<file path="config.mk">
export PLATFORM = sky130hd
export DESIGN_NAME = packet_receiver
export DESIGN_NICKNAME = d
export VERILOG_FILES = /design/src/rtl/packet_receiver.sv
export SDC_FILE = /design/constraint.sdc
export NUM_CORES = 1
export LEC_CHECK = 0
export ABC_CLOCK_PERIOD_IN_PS = 2400
export BUFFER_PORTS_ARGS = -buffer_cell sky130_fd_sc_hd__buf_4
export CORE_MARGIN = 1.5
export CORE_UTILIZATION = 49
export DETAILED_ROUTE_END_ITERATION = 8
export PLACE_DENSITY = 0.75
export SYNTH_ARGS = -nofsm -noshare
export SYNTH_HDL_FRONTEND = slang
export SYNTH_SLANG_ARGS = --single-unit
</file>
<file path="constraint.sdc">
create_clock -name clock -period 2.4 [get_ports clock]
set_clock_uncertainty 0.05 [all_clocks]
set_input_delay 0.36 -clock clock [delete_from_list [all_inputs] [get_ports clock]]
set_output_delay 0.36 -clock clock [all_outputs]
set_load 0.03 [all_outputs]
</file>
<file path="src/rtl/packet_receiver.sv">
// Serial packet receiver: hunts for SYNC, decodes the PID, then collects a
// token (addr/endp/crc5) or data payload (data/crc16) and reports the result
// with a one-cycle pkt_valid pulse. Any inValid drop inside a packet aborts it.
//
// Ports
//   clock, rst_n      clock, async active-low reset
//   inBit, inValid    serial bit (MSB first) and its strobe
//   pkt_valid         one-cycle decode-done pulse
//   pkt_type          00 handshake, 01 IN, 10 OUT, 11 data
//   pid, addr, endp, data   decoded fields, held between pulses
//   crc_err, pid_err  status flags, qualified by pkt_valid
//
// state   | meaning
// --------+------------------------------------------------
// S_HUNT  | shifting line bits looking for SYNC
// S_PID   | collecting the 8-bit PID
// S_TOKEN | collecting addr(7) endp(4) crc5(5)
// S_DATA  | collecting data(64) crc16(16)
// S_DONE  | one-cycle result pulse, then back to hunting
module packet_receiver (
   input  logic        clock,
   input  logic        rst_n,
   input  logic        inBit,
   input  logic        inValid,
   output logic        pkt_valid,
   output logic [1:0]  pkt_type,
   output logic [7:0]  pid,
   output logic [6:0]  addr,
   output logic [3:0]  endp,
   output logic [63:0] data,
   output logic        crc_err,
   output logic        pid_err
);

   localparam logic [7:0]  SYNC        = 8'h01;
   localparam logic [7:0]  OUTPID      = 8'h87;
   localparam logic [7:0]  INPID       = 8'h96;
   localparam logic [7:0]  DATAPID     = 8'hC3;
   localparam logic [7:0]  HS_ACK      = 8'h4B;
   localparam logic [7:0]  HS_NAK      = 8'h5A;
   localparam logic [6:0]  TOK_S       = 7'd16;
   localparam logic [6:0]  DATA_S      = 7'd80;
   localparam logic [4:0]  CRC5_POLY   = 5'b00101;
   localparam logic [15:0] CRC16_POLY  = 16'h8005;

   localparam logic [2:0] S_HUNT  = 3'd0;
   localparam logic [2:0] S_PID   = 3'd1;
   localparam logic [2:0] S_TOKEN = 3'd2;
   localparam logic [2:0] S_DATA  = 3'd3;
   localparam logic [2:0] S_DONE  = 3'd4;

   logic [2:0]  state_q,    state_d;
   // Only 7 bits of sync history are stored: the oldest of the 8 compared
   // bits is shifted out on the same edge, so keeping it would be dead state.
   logic [6:0]  sync_q,     sync_d;
   logic [6:0]  cnt_q,      cnt_d;
   logic        vprev_q,    vprev_d;
   logic [78:0] sr_q,       sr_d;
   logic [4:0]  crc5_q,     crc5_d;
   logic [15:0] crc16_q,    crc16_d;
   logic [1:0]  ptype_q,    ptype_d;
   logic [7:0]  ppid_q,     ppid_d;
   logic        pkt_valid_q, pkt_valid_d;
   logic [1:0]  pkt_type_q, pkt_type_d;
   logic [7:0]  pid_q,      pid_d;
   logic [6:0]  addr_q,     addr_d;
   logic [3:0]  endp_q,     endp_d;
   logic [63:0] data_q,     data_d;
   logic        crc_err_q,  crc_err_d;
   logic        pid_err_q,  pid_err_d;

   logic [79:0] shift_in;
   logic [7:0]  sync_next;
   logic        abort;
   logic        fb5, fb16;

   always_comb begin
      state_d     = state_q;
      sync_d      = sync_q;
      cnt_d       = cnt_q;
      vprev_d     = inValid;
      sr_d        = sr_q;
      crc5_d      = crc5_q;
      crc16_d     = crc16_q;
      ptype_d     = ptype_q;
      ppid_d      = ppid_q;
      pkt_valid_d = 1'b0;
      pkt_type_d  = pkt_type_q;
      pid_d       = pid_q;
      addr_d      = addr_q;
      endp_d      = endp_q;
      data_d      = data_q;
      crc_err_d   = crc_err_q;
      pid_err_d   = pid_err_q;

      shift_in  = {sr_q, inBit};
      sync_next = {sync_q, inBit};
      abort     = !inValid && vprev_q;
      fb5       = inBit ^ crc5_q[4];
      fb16      = inBit ^ crc16_q[15];

      case (state_q)
         S_HUNT: begin
            if (inValid) begin
               sync_d = sync_next[6:0];
               if (sync_next == SYNC) begin
                  state_d = S_PID;
                  cnt_d   = 7'd0;
               end
            end
         end

         S_PID, S_TOKEN, S_DATA: begin
            if (abort) begin
               // Only the status flags change; all fields keep the last packet.
               state_d     = S_DONE;
               cnt_d       = 7'd0;
               pkt_valid_d = 1'b1;
               pid_err_d   = 1'b1;
               crc_err_d   = 1'b0;
            end else if (inValid) begin
               sr_d  = shift_in[78:0];
               cnt_d = cnt_q + 7'd1;
               if (state_q == S_PID) begin
                  if (cnt_q == 7'd7) begin
                     cnt_d   = 7'd0;
                     ppid_d  = shift_in[7:0];
                     crc5_d  = 5'h1F;
                     crc16_d = 16'hFFFF;
                     case (shift_in[7:0])
                        OUTPID: begin
                           state_d = S_TOKEN;
                           ptype_d = 2'b10;
                        end
                        INPID: begin
                           state_d = S_TOKEN;
                           ptype_d = 2'b01;
                        end
                        DATAPID: begin
                           state_d = S_DATA;
                           ptype_d = 2'b11;
                        end
                        HS_ACK, HS_NAK: begin
                           state_d     = S_DONE;
                           pkt_valid_d = 1'b1;
                           pkt_type_d  = 2'b00;
                           pid_d       = shift_in[7:0];
                           crc_err_d   = 1'b0;
                           pid_err_d   = 1'b0;
                        end
                        default: begin
                           state_d     = S_DONE;
                           pkt_valid_d = 1'b1;
                           pid_d       = shift_in[7:0];
                           crc_err_d   = 1'b0;
                           pid_err_d   = 1'b1;
                        end
                     endcase
                  end
               end else if (state_q == S_TOKEN) begin
                  if (cnt_q < 7'd11)
                     crc5_d = {crc5_q[3:0], 1'b0} ^ (fb5 ? CRC5_POLY : 5'b0);
                  if (cnt_q == TOK_S - 7'd1) begin
                     state_d     = S_DONE;
                     cnt_d       = 7'd0;
                     pkt_valid_d = 1'b1;
                     pkt_type_d  = ptype_q;
                     pid_d       = ppid_q;
                     addr_d      = shift_in[15:9];
                     endp_d      = shift_in[8:5];
                     crc_err_d   = (shift_in[4:0] != ~crc5_q);
                     pid_err_d   = 1'b0;
                  end
               end else begin
                  if (cnt_q < 7'd64)
                     crc16_d = {crc16_q[14:0], 1'b0} ^ (fb16 ? CRC16_POLY : 16'h0);
                  if (cnt_q == DATA_S - 7'd1) begin
                     state_d     = S_DONE;
                     cnt_d       = 7'd0;
                     pkt_valid_d = 1'b1;
                     pkt_type_d  = ptype_q;
                     pid_d       = ppid_q;
                     data_d      = shift_in[79:16];
                     crc_err_d   = (shift_in[15:0] != ~crc16_q);
                     pid_err_d   = 1'b0;
                  end
               end
            end
         end

         S_DONE: begin
            state_d = S_HUNT;
            sync_d  = 7'h7F;
            cnt_d   = 7'd0;
         end

         default: begin
            state_d = S_HUNT;
            sync_d  = 7'h7F;
            cnt_d   = 7'd0;
         end
      endcase
   end

   always_ff @(posedge clock or negedge rst_n) begin
      if (!rst_n) begin
         state_q     <= S_HUNT;
         sync_q      <= 7'h7F;
         cnt_q       <= 7'd0;
         vprev_q     <= 1'b0;
         sr_q        <= '0;
         crc5_q      <= 5'h1F;
         crc16_q     <= 16'hFFFF;
         ptype_q     <= 2'b00;
         ppid_q      <= 8'h00;
         pkt_valid_q <= 1'b0;
         pkt_type_q  <= 2'b00;
         pid_q       <= 8'h00;
         addr_q      <= 7'd0;
         endp_q      <= 4'd0;
         data_q      <= 64'd0;
         crc_err_q   <= 1'b0;
         pid_err_q   <= 1'b0;
      end else begin
         state_q     <= state_d;
         sync_q      <= sync_d;
         cnt_q       <= cnt_d;
         vprev_q     <= vprev_d;
         sr_q        <= sr_d;
         crc5_q      <= crc5_d;
         crc16_q     <= crc16_d;
         ptype_q     <= ptype_d;
         ppid_q      <= ppid_d;
         pkt_valid_q <= pkt_valid_d;
         pkt_type_q  <= pkt_type_d;
         pid_q       <= pid_d;
         addr_q      <= addr_d;
         endp_q      <= endp_d;
         data_q      <= data_d;
         crc_err_q   <= crc_err_d;
         pid_err_q   <= pid_err_d;
      end
   end

   assign pkt_valid = pkt_valid_q;
   assign pkt_type  = pkt_type_q;
   assign pid       = pid_q;
   assign addr      = addr_q;
   assign endp      = endp_q;
   assign data      = data_q;
   assign crc_err   = crc_err_q;
   assign pid_err   = pid_err_q;

endmodule

</file>
-- Word-level counts from Yosys, hierarchy flattened
Index checks and enable logic that the tools add are counted.
- bits in latches: 0
- bits in writable memories: 0
- memory bits (read-only): 0
- memories kept: 0
- register bits: 216
- input port bits: 4
- output and inout bits: 88
- equal/unequal tests: 28
- add/sub/neg operators: 1
- mux-type cells: 71
- reductions and logical operators: 27
- bitwise operators: 10
- divide/modulo/power cells: 0
- multipliers: 0
- shift-type cells: 0
- magnitude comparators: 2
- operator list (cell ; number):
    16-bit two-way mux ; 5
    7-bit two-way mux ; 10
    8-bit two-way mux ; 6
    6-bit AND reduction ; 7
    3-bit two-way mux ; 10
    7-bit one-hot mux with 2 select lines ; 2
    8-bit == test, second input constant ; 3
    1-bit two-way mux ; 24
    5-bit two-way mux ; 4
    8-bit by 7-bit == test with 1-bit output, second input constant ; 2
    16-bit != test ; 1
    16-bit NOT ; 1
    16-bit bitwise XOR ; 1
    7-bit AND reduction ; 2
    2-bit two-way mux ; 6
    3-bit one-hot mux with 2 select lines ; 2
    5-bit != test, second input constant ; 2
    8-bit by 1-bit == test with 1-bit output, second input constant ; 1
    2-bit != test, second input constant ; 4
    2-bit nonzero test ; 4
    7-bit by 1-bit adder with 7-bit output, second input constant ; 1
    7-bit by 3-bit == test with 1-bit output, second input constant ; 1
    7-bit by 4-bit == test with 1-bit output, second input constant ; 1
    7-bit == test, second input constant ; 1
    26 further kinds ; 38

-- Depth between registers and ports, before layout
- depth after elaboration: 8
- gate-level depth with buffers: 8
- gate-level depth less buffers: 6

-- Least setup slack after synthesis
Ideal clock, no wire load.
- path type: register to register
- from: register cnt_q[0]
- to: register ptype_q[0]
- cell stages (with the launch flop): 7
- data arrival time: 1.873 ns
- slack: 0.350 ns
- required time: 2.223 ns
- cell sequence: dfrtp_1 -> ha_1 -> nor4b_4 -> nand3_1 -> nor2_4 -> and3_1 -> mux2_1
- word-level cells in the longest chain between the ends: 2
- ends and longest elaborated chain (item ; line ; source):
    start: declaration ; 56 ; logic [6:0] cnt_q, cnt_d;
    start signal: assignment ; 227 ; cnt_q <= cnt_d;
    7-bit by 3-bit == test with 1-bit output ; 125 ; if (cnt_q == 7'd7) begin
    6-bit AND reduction (no line) ; - ;
    end signal: assignment ; 232 ; ptype_q <= ptype_d;
    end: declaration ; 61 ; logic [1:0] ptype_q, ptype_d;
Every way passes these cells.
A chain may end at the register's enable or synchronous reset.

-- Worst setup path in the final report
- from: input port inValid
- to: register data_q[7] (netlist: data[7])
- word-level cells in the longest chain between the ends: 4
- ends and longest elaborated chain (item ; line ; source):
    start: declaration ; 24 ; input logic inValid,
    1-bit zero test ; 98 ; abort = !inValid && vprev_q;
    1-bit logical AND ; 98 ;
    1-bit NOT (no line) ; - ;
    6-bit AND reduction (no line) * ; - ;
    end signal: assignment ; 239 ; data_q <= data_d;
    end: declaration ; 68 ; logic [63:0] data_q, data_d;
Mark *: on every way between the ends. The rest lies on a longest branch, timed or not.

==> out/qor.txt <==
Slew headroom - 58.3%
1st-pass router iterations - 4
Worst Hold Path Cells - 3
Worst-Margin Slew - 0.626 ns
Post-DP HPWL - 11.5 mm
Post-Syn Nets - 685
Cell Pwr Density - 930 nW/um^2
Max Slew Vio Count - 0
Setup WS post-layout - 0.162 ns
Fin. Hold Viols - 0
Most frequent cells in the layout - 187 x dfrtp_1, 109 x buf_4, 96 x mux2_2
Starting Density - 50.1%
Setup TNS - 0 ns
Cell Rows - 49
Gpl congestion - 0.850
Peak supply drop - 0.872 mV
First-pass GRT wire length - 29.9 mm
DRC - 0
GRT Util Overall - 18.5%
Final Core Density - 60.5%
Post-synthesis async set-or-reset flop share - 100%
Minimum clock period - 2.24 ns
Worst Path Required - 2.72 ns
Crit path largest cell delay - 0.55 ns
Area delta synth->final - 20.8%
Vias per cell - 5.44
Fin nets - 787
Post-synth top area share - 52.1%
Routed vias - 5590
Synth Instances - 680
Worst setup SP type - input pin
Max_cap viols - 0
Clock latency on the worst-skew pair - 0.50 ns
Register bit total from synthesis - 216
WP data arrival - 2.56 ns
R2R cell count - 7
Hold/Removal Path Class - input pin to flop
Flop2flop setup slack - 0.18 ns
Worst R2R Start - cnt_q[1]
Core area - 18000 um^2
Largest net degree at the start of global routing - 77
Seq/Total Area, Yosys - 60.2%
PortBufs - 91
Placed cell area - 10000 um^2
Worst hold path endpoint - sync_q[0]
Slowest CP cell - dlygate4sd3_1
Reg-to-reg endpoint - crc_err
Die height - 139 um
H-tree Lvls - 1
Vias in the first global route - 5890
Unique masters post-synth - 60
Top cell family by delay on the critical path - buffers and inverters
Status - finished clean
Wirelength per Cell - 17.2 um
Critical path cell sequence - dlygate4sd3_1, buf_4, nor2b_1, o21ai_2, nor2_4, buf_12, mux2_1
Final period utilization - 93.3%
Root buf cell - clkbuf_16
Number of enable flip-flop cells after synthesis - 0
Top-Level Pins - 92
CTS tree - built
Overflow after GRT - 0
Pre-CTS WS - 0.0590 ns
Initial antenna violation count - 0
CP Class - input pin to flop
Biggest area consumer among synthesized cells - dfrtp_1
Worst Path Max Fanout - 35
Synth warnings - 0
WP buf/inv - 3
Clock buffer depth - 3
Main area contributors after synthesis - dfrtp_1 52%, mux2_2 12%, dfstp_2 8.1%
Cell leakage power - 5.55 nW
Detail Route Antenna Nets - 0
CTS clock-pin slew for the worst setup and hold paths - 0.06 ns
Area of the die - 19300 um^2
Fmax - 447 MHz
WL final - 17.7 mm
CTS Sinks - 216
Most common cell after layout, fill and taps aside - dfrtp_1
Hold path start - inBit
Mean Syn Cell Area - 13.3 um^2
Main synth FF type - dfrtp_1
Final setup viols - 0
Layout cell share with drive strength beyond 1 - 37.9%
Number of diodes - 0
Post-route design area - 10900 um^2
CP endpoint kind - flop
DRT iter0 DRCs - 252
Mapped cell area - 9040 um^2
Die W - 139 um
Num CTS Buffers - 23
RSZ-0062 raised after global routing - false
==> where the power goes <==
group          internal (mW)  switching, mW  total, mW
clock network           2.32           1.42       3.74
registers               4.04          0.443       4.48
logic                  0.808           1.12       1.93
total                   7.17           2.98       10.1
==> worst register-to-register path, delay by kind of cell (launching register included) <==
| family | cells | cell delay [ns] |
|---|---|---|
| adder cells (fa/ha/maj) | 1 | 0.26 |
| flip-flops | 1 | 0.43 |
| buffers and inverters | 1 | 0.17 |
| AND/OR/NAND/NOR | 2 | 0.58 |
| multiplexers | 1 | 0.29 |
| AO/OA/AOI/OAI | 2 | 0.32 |
==> worst max path at each step <==
stage	slack [ns]	end	cells after the start	from
5_1_grt	0.03	crc_err	8	cnt_q[1]
2_1_floorplan	0.35	ptype_q[0]	6	cnt_q[0]
3_5_place_dp	0.06	pid[5]	6	cnt_q[0]
3_3_place_gp	0.22	crc_err	6	cnt_q[0]
4_1_cts	0.04	pid[5]	6	cnt_q[0]
6_report	0.16	data[7]	7	inValid
==> cells by family (layout without fill, tap and decap cells) <==
logic type / after synthesis / in the layout / synth area share, %
DFF: 216 / 216 / 60.2
and+or+nand+nor: 170 / 170 / 10.0
muxes: 152 / 152 / 19.0
AOI/OAI and AO/OA: 69 / 69 / 5.48
buffers and inverters: 44 / 163 / 2.48
xor gates and xnor gates: 28 / 28 / 2.71
adders and majority gates: 1 / 1 / 0.138
==> routing by layer <==
layer | wire, um | track usage (%) | share of wire (%)
met1 | 7680 | 24.6 | 43
met4 | 244 | 4.66 | 1.4
met3 | 956 | 4.25 | 5.4
met5 | 0 | 0 | 0
met2 | 8790 | 31.0 | 50
==> state kept, by name, summed over array words and instances (netlist names), 2 cells and up <==
register,cells
sr_q,79
data,64
crc16_q,16
pid,8
ppid_q,8
addr,7
cnt_q,7
sync_q,7
crc5_q,5
endp,4
state_q,3
pkt_type,2
ptype_q,2
==> layout make-up <==
cell class | instances | area (um^2)
clock buffers | 30 | 642
clock inverters | 12 | 170
fillers | 1394 | 7110
inverters | 3 | 11.3
multi-input cells | 420 | 3390
flip-flops and latches | 216 | 5440
well taps | 229 | 287
repair buffers | 118 | 972
==> cell usage after synthesis (4+ instances only) <==
cell / number
o21ai_0: 8
dfrtp_1: 188
o22a_1: 15
clkbuf_1: 14
a21oi_1: 12
xor2_1: 27
dfstp_2: 28
buf_2: 16
and3_1: 4
nand3b_1: 9
nor2_1: 11
nand4_1: 5
nor2b_1: 7
nand3_1: 11
mux2_2: 96
buf_4: 10
mux2_1: 55
nand2_1: 92
a31oi_1: 11
==> timing repair <==
| item | in CTS | in global routing |
|---|---|---|
| resized for setup | 0 | 5 |
| buffers inserted | 0 | 4 |
| hold buffers | 2 | 0 |
| endpoints found under the hold margin | 50 | 0 |
| setup endpoints to repair | 0 | 24 |
==> per-stage QoR <==
stage                     instances  hold slack, ns  power [mW]
final                          1028           0.163        10.1
after global routing           1028           0.153        10.6
after CTS                      1024           0.146        10.2
after detailed placement        980           0.366        6.44
after global placement          980           0.347        6.35
after floorplan                 680          0.0144        5.81
No activity file was read; power rests on OpenSTA's default activity.
